--- src/rtl/lab2_pkg.sv ---
// lab2_pkg: shared state encoding and source ids for the lab2 round-robin select stage.
package lab2_pkg;
    typedef enum logic {
        ST_EMPTY = 1'b0,
        ST_FULL  = 1'b1
    } state_e;
    localparam logic SRC_X = 1'b0;
    localparam logic SRC_Y = 1'b1;
endpackage

--- src/rtl/lab2_rr_pick.sv ---
// lab2_rr_pick: combinational 2-way round-robin picker; on contention the lane that did not win last time wins.
module lab2_rr_pick
    import lab2_pkg::*;
(
    input  logic [1:0] req,
    input  logic       last,
    output logic [1:0] gnt,
    output logic       winner
);
    always_comb begin
        winner = (req == 2'b11) ? ~last : (req[1] ? SRC_Y : SRC_X);
        gnt    = (req == 2'b00) ? 2'b00 : (winner == SRC_Y ? 2'b10 : 2'b01);
    end
endmodule

--- src/rtl/lab2_2_rr_select_arbiter.sv ---
// lab2_2_rr_select_arbiter: round-robin valid/ready select stage with a 1-entry output buffer.
// Optional LAB2_ARB_STATS_EN adds saturating per-lane accept counters x_cnt/y_cnt.
module lab2_2_rr_select_arbiter
    import lab2_pkg::*;
#(
    parameter int WIDTH     = 2,
    parameter bit FIRST_SRC = 1'b0
) (
    input  logic             clk,
    input  logic             rst_n,
    input  logic             x_valid,
    input  logic [WIDTH-1:0] x_data,
    output logic             x_ready,
    input  logic             y_valid,
    input  logic [WIDTH-1:0] y_data,
    output logic             y_ready,
    output logic             out_valid,
    output logic [WIDTH-1:0] out_data,
    output logic             s,
    input  logic             out_ready
`ifdef LAB2_ARB_STATS_EN
    ,
    output logic [7:0]       x_cnt,
    output logic [7:0]       y_cnt
`endif
);
    state_e           state_q, state_d;
    logic             last_q, last_d;
    logic [WIDTH-1:0] data_q, data_d;
    logic             s_q, s_d;
    logic             load_en, accept, win;
    logic [1:0]       gnt;

    lab2_rr_pick u_pick (
        .req    ({y_valid, x_valid}),
        .last   (last_q),
        .gnt    (gnt),
        .winner (win)
    );

    always_comb begin
        load_en = (state_q == ST_EMPTY) | out_ready;
        accept  = load_en & (|gnt);
        state_d = state_q;
        last_d  = last_q;
        data_d  = data_q;
        s_d     = s_q;
        if (accept) begin
            state_d = ST_FULL;
            data_d  = (win == SRC_Y) ? y_data : x_data;
            s_d     = win;
            last_d  = win;
        end else if (out_ready) begin
            state_d = ST_EMPTY;
        end
    end

    // Readies are forced low while reset is held so no upstream word is consumed into a flop that cannot load.
    assign x_ready   = rst_n & load_en & gnt[0];
    assign y_ready   = rst_n & load_en & gnt[1];
    assign out_valid = (state_q == ST_FULL);
    assign out_data  = data_q;
    assign s         = s_q;

    always_ff @(posedge clk or negedge rst_n) begin
        if (!rst_n) begin
            state_q <= ST_EMPTY;
            last_q  <= ~FIRST_SRC;
            data_q  <= '0;
            s_q     <= SRC_X;
        end else begin
            state_q <= state_d;
            last_q  <= last_d;
            data_q  <= data_d;
            s_q     <= s_d;
        end
    end

`ifdef LAB2_ARB_STATS_EN
    logic [7:0] x_cnt_q, x_cnt_d, y_cnt_q, y_cnt_d;

    always_comb begin
        x_cnt_d = (accept && win == SRC_X && x_cnt_q != 8'hFF) ? x_cnt_q + 8'd1 : x_cnt_q;
        y_cnt_d = (accept && win == SRC_Y && y_cnt_q != 8'hFF) ? y_cnt_q + 8'd1 : y_cnt_q;
    end

    always_ff @(posedge clk or negedge rst_n) begin
        if (!rst_n) begin
            x_cnt_q <= '0;
            y_cnt_q <= '0;
        end else begin
            x_cnt_q <= x_cnt_d;
            y_cnt_q <= y_cnt_d;
        end
    end

    assign x_cnt = x_cnt_q;
    assign y_cnt = y_cnt_q;
`endif
endmodule

--- config.mk ---
export PLATFORM = sky130hd
export DESIGN_NAME = lab2_2_rr_select_arbiter
export DESIGN_NICKNAME = d
export VERILOG_FILES = /design/src/rtl/lab2_pkg.sv /design/src/rtl/lab2_rr_pick.sv /design/src/rtl/lab2_2_rr_select_arbiter.sv
export SDC_FILE = /design/constraint.sdc
export NUM_CORES = 1
export LEC_CHECK = 0
export ABC_AREA = 1
export BUFFER_PORTS_ARGS = -buffer_cell sky130_fd_sc_hd__buf_2
export CAP_MARGIN = 20
export CORE_AREA = 2 2 39 41
export CTS_BUF_LIST = sky130_fd_sc_hd__clkbuf_2 sky130_fd_sc_hd__clkbuf_4 sky130_fd_sc_hd__clkbuf_8
export CTS_CLUSTER_SIZE = 30
export DETAILED_ROUTE_END_ITERATION = 6
export DIE_AREA = 0 0 41 43
export REMOVE_ABC_BUFFERS = 1
export SYNTH_ARGS = -nofsm -noshare
export SYNTH_HDL_FRONTEND = slang
export SYNTH_SLANG_ARGS = --single-unit
--- constraint.sdc ---
create_clock -name clk -period 1.4 [get_ports clk]
set_input_delay 0.28 -clock clk [delete_from_list [all_inputs] [get_ports clk]]
set_output_delay 0.28 -clock clk [all_outputs]
set_load 0.005 [all_outputs]
After elaboration in Yosys (flattened, before gate mapping) --
Index checks and enable logic that the tools add are counted.
Cells by class: equality and inequality tests 1, multiplexer cells 7, bitwise gates (word level) 7, reduce and logical (&&, ||, !) cells 3
Operators by type and width (count):
- 2-to-1 mux 2 bit | 3
- bitwise AND 1 bit | 4
- 2-to-1 mux 1 bit | 4
- equality test 2 bit (second input constant) | 1
- logical NOT 2 bit | 1
- inverter 1 bit | 2
- nonzero test 2 bit | 1
- OR reduction 2 bit | 1
- OR 1 bit | 1
Word-level totals: output and inout bits 6, register bits 5, input port bits 9

Logic depth before layout (Yosys ltp) --
word-level depth 7, depth in mapped cells 5, mapped depth without buffers 5

Modules after synthesis --
A second synthesis with hierarchy kept.
Unflattened totals: cells, all modules 42, area total of the unflattened synthesis 279.0 um2
Modules (own cells, without submodules):
- lab2_2_rr_select_arbiter | instances 1, area each 254.0 um2, cells an instance 36, sequential area each 126.4 um2
- lab2_rr_pick | instances 1, area each 25.0 um2, cells an instance 6, sequential area each 0.0 um2

Worst setup path before layout --
OpenSTA, ideal clock, no wires.
kind flip-flop to output port, start point register last_q, end point output x_ready, path slack 281 ps, data required time 1120 ps, data arrival time 839 ps, path buffers 0, stages on the path, launching flop included 5, path through dfstp_2 -> nand2_2 -> nand2_2 -> inv_2 -> nor3_2
Between the ends: word-level cells in the longest chain between the ends 5
Ends and longest elaborated chain:
- start, declared | line lab2_2_rr_select_arbiter.sv:28 | logic last_q, last_d;
- start signal, assigned | line lab2_2_rr_select_arbiter.sv:68 | last_q <= ~FIRST_SRC;
- start signal, assigned | line lab2_2_rr_select_arbiter.sv:73 | last_q <= last_d;
- inverter 1 bit | line lab2_rr_pick.sv:11 | winner = (req == 2'b11) ? ~last : (req[1] ? SRC_Y : SRC_X);
- 2-to-1 mux 1 bit | line lab2_rr_pick.sv:11
- 2-to-1 mux 2 bit (2 in series) | line lab2_rr_pick.sv:12 | gnt = (req == 2'b00) ? 2'b00 : (winner == SRC_Y ? 2'b10 : 2'b01);
- bitwise AND 1 bit | line lab2_2_rr_select_arbiter.sv:59 | assign x_ready = rst_n & load_en & gnt[0];
- end, declared | line lab2_2_rr_select_arbiter.sv:13 | output logic x_ready,
No other way between the ends.

Final worst setup path --
Ends and elaborated chain as after synthesis.

==> impl_metrics.csv <==
group,metric,value,unit
place,gp_congestion,0.765,
synth,synth_edf_count,0,
finish,syn_to_final_growth,69.0,%
place,dp_hpwl,526,um
timing,fmax,666,MHz
synth,yosysSeqAreaShare,0.441,
place,portBuffers,14,
floorplanning,fp.coreArea,1380,sq um
finish,nets,75,
cts,cts_tree,"yes",
synth,ys_types,12,
place,dp_worst_setup_slack,0.130,ns
power,p_leak,0.286,nW
finish,stdcell_count,81,
finish,diodes,0,
power,p_per_area,1020,nW/um^2
routing,viasPerCell,3.94,
synth,synth_area_per_cell,7.54,sq um
setup_path,reg2reg_depth,10,
cts,cts_sinks,5,
synth,synth_area,287,sq um
hold_path,min_from,"x_valid",
timing,timing.final.setup_violations,4,
status,failed_checks,"setup timing",
floorplanning,num_rows,14,
hold_path,hold_class,"input port to register",
finish,drive_above_1_share,0.554,
timing,post-route-min-period,1.50,ns
synth,netlist_instances,38,
synth,synth_top_cells_by_area,"dfrtp_1 (35%), nand2_1 (16%), dfstp_2 (9.2%)",
cts,clk-insertion-delay-late,0.25,ns
setup_path,reg2reg_from,"last_q",
timing,min_period_over_period,1.07,
setup_path,cp-start-kind,"register",
timing,hold_viol_final,0,
routing,vias,319,
cts,cts-root-buf,"clkbuf_4",
global_routing,antenna_found_initial,0,
timing,finalWorstSetupSlack,-0.101,ns
floorplanning,start_util,0.207,
power,combinationalPowerShare,0.256,
floorplanning,dieArea,1760,sq um
power,p_int,0.360,mW
cts,clk_pin_slew_worst_paths,0.05,ns
setup_path,crit_path_end_kind,"output port",
hold_path,min_to,"out_valid",
timing,relSlewSlack,0.832,
power,seq_power_share,0.360,
setup_path,r2r_slack,-0.02,ns
routing,antenna_left,0,
global_routing,grt_pass1_wl,1150,um
routing,routed_wl,797,um
routing,dr.pass1.iters,4,
hold_path,hold_depth,3,
timing,rsz0062_at_grt,"yes",
synth,synthArstFlopShare,1.00,
finish,finalCoreUtilization,0.350,
floorplanning,die_w,41,um
setup_path,cp.required,1.12,ns
power,swShare,0.272,
global_routing,grt_start_max_net_pins,6,
synth,synth-main-ff-cell,"dfrtp_1",
power,irDropWorstVdd,0.444,mV
routing,wire_per_inst,9.84,um
timing,tightest_slew,0.252,ns
setup_path,arrival,1.22,ns
timing,clock_skew,0.00736,ns
global_routing,overflow,0,
setup_path,crit_type,"register to output port",
flow_run,drv_cap,0,
setup_path,r2r_end,"out_data[0]",
synth,post-synth-top-count-cell,"nand2_1",
synth,synth_area_leader_cell,"dfrtp_1",
synth,synth_top_area_frac,0.349,
floorplanning,io_pins,15,
place,dp_cells,68,
synth,ys_ff_latch,5,
global_routing,grt_pass1_vias,293,
power,p_switching,0.135,mW
synth,synth_common_cells,"nand2_1 (12), inv_1 (7), dfrtp_1 (4), nand3_1 (4), nand2_2 (3)",
status,outcome,"finished, violations left",
timing,drv_slew,0,
timing,whs,0.299,ns
cts,cts.path.max_buffers,2,
routing,drc,0,
cts,cts_inserted_buffers,3,
power,p_clk_frac,0.383,
setup_path,cp_max_fo,2,
synth,yosys_warnings,0,
cts,htree_levels,1,
routing,first_iter_violations,3,
floorplanning,die_h,43,um
global_routing,grt_usage,0.110,
power,total_power,0.494,mW
-- layout by cell type (no fill, tap or decap) --
cell	instances
dlygate4sd3_1	2
dfstp_2	1
dfrtp_1	4
buf_2	14
nor2_1	1
nand3_2	1
nor2_2	2
inv_2	1
clkbuf_4	4
inv_1	7
nand2_1	12
o21ai_2	1
nand2_2	3
nor2_4	1
nand3_1	3
buf_4	7
nor3_2	1
-- logic make-up (layout without fill, tap and decap cells) --
| logic type | Yosys count | after routing | share of synthesized area |
|---|---|---|---|
| AND/OR/NAND/NOR | 24 | 24 | 0.424 |
| flip-flops | 5 | 5 | 0.441 |
| buffers and inverters | 8 | 35 | 0.105 |
| AO/OA/AOI/OAI | 1 | 1 | 0.0306 |
-- layout make-up --
class | count | area [sq um]
tap | 16 | 20.0
sequential | 5 | 126
inverter | 8 | 30.0
multi-input combinational | 25 | 135
fill | 149 | 900
timing repair buffer | 23 | 143
clock buffer | 4 | 30.0
-- power by group through the flow --
stage / clock (mW) / sequential [mW] / combinational (mW)
6_report: 0.190 / 0.178 / 0.127
5_1_grt: 0.206 / 0.179 / 0.142
4_1_cts: 0.197 / 0.178 / 0.121
3_5_place_dp: 0 / 0.180 / 0.0937
3_3_place_gp: 0 / 0.179 / 0.0921
2_1_floorplan: 0 / 0.181 / 0.0485
-- sequential cells by signal (all words and copies together) (netlist names) --
signal	flops
out_valid	1
out_data	2
last_q	1
s	1
-- through the flow --
step                      area [sq um]  setup TNS (ns)
after floorplan                    287               0
after global placement             377               0
after detailed placement           377               0
after CTS                          469          -0.132
after global routing               484          -0.465
final                              484          -0.180
-- per-layer routing --
| layer | routed length, um | share of wire | global-route usage |
|---|---|---|---|
| met5 | 0 | 0 | 0 |
| met4 | 16 | 0.020 | 0.100 |
| met3 | 72 | 0.090 | 0.0628 |
| met2 | 366 | 0.46 | 0.156 |
| met1 | 342 | 0.43 | 0.104 |
-- worst max-delay path by stage --
stage,cells past startpoint,startpoint,to
after floorplan,4,last_q,x_ready
after global placement,5,last_q,x_ready
after detailed placement,5,last_q,x_ready
after CTS,5,last_q,x_ready
after global routing,5,last_q,x_ready
final,5,last_q,x_ready
-- worst max-delay path: stages (launching register included) --
cell and delay [ns]:
dfstp_2 0.53, nand2_2 0.05, nand2_2 0.08, inv_2 0.05, nor3_2 0.14, buf_2 0.13
-- repair_timing --
action	4_1_cts	5_1_grt
hold buffers	1	1
pin swaps	0	3
resized for setup	0	1
buffers inserted	7	0
endpoints found under the hold margin	4	1
setup endpoints to repair	2	4
Note: power is estimated with default switching activity, not from simulation.
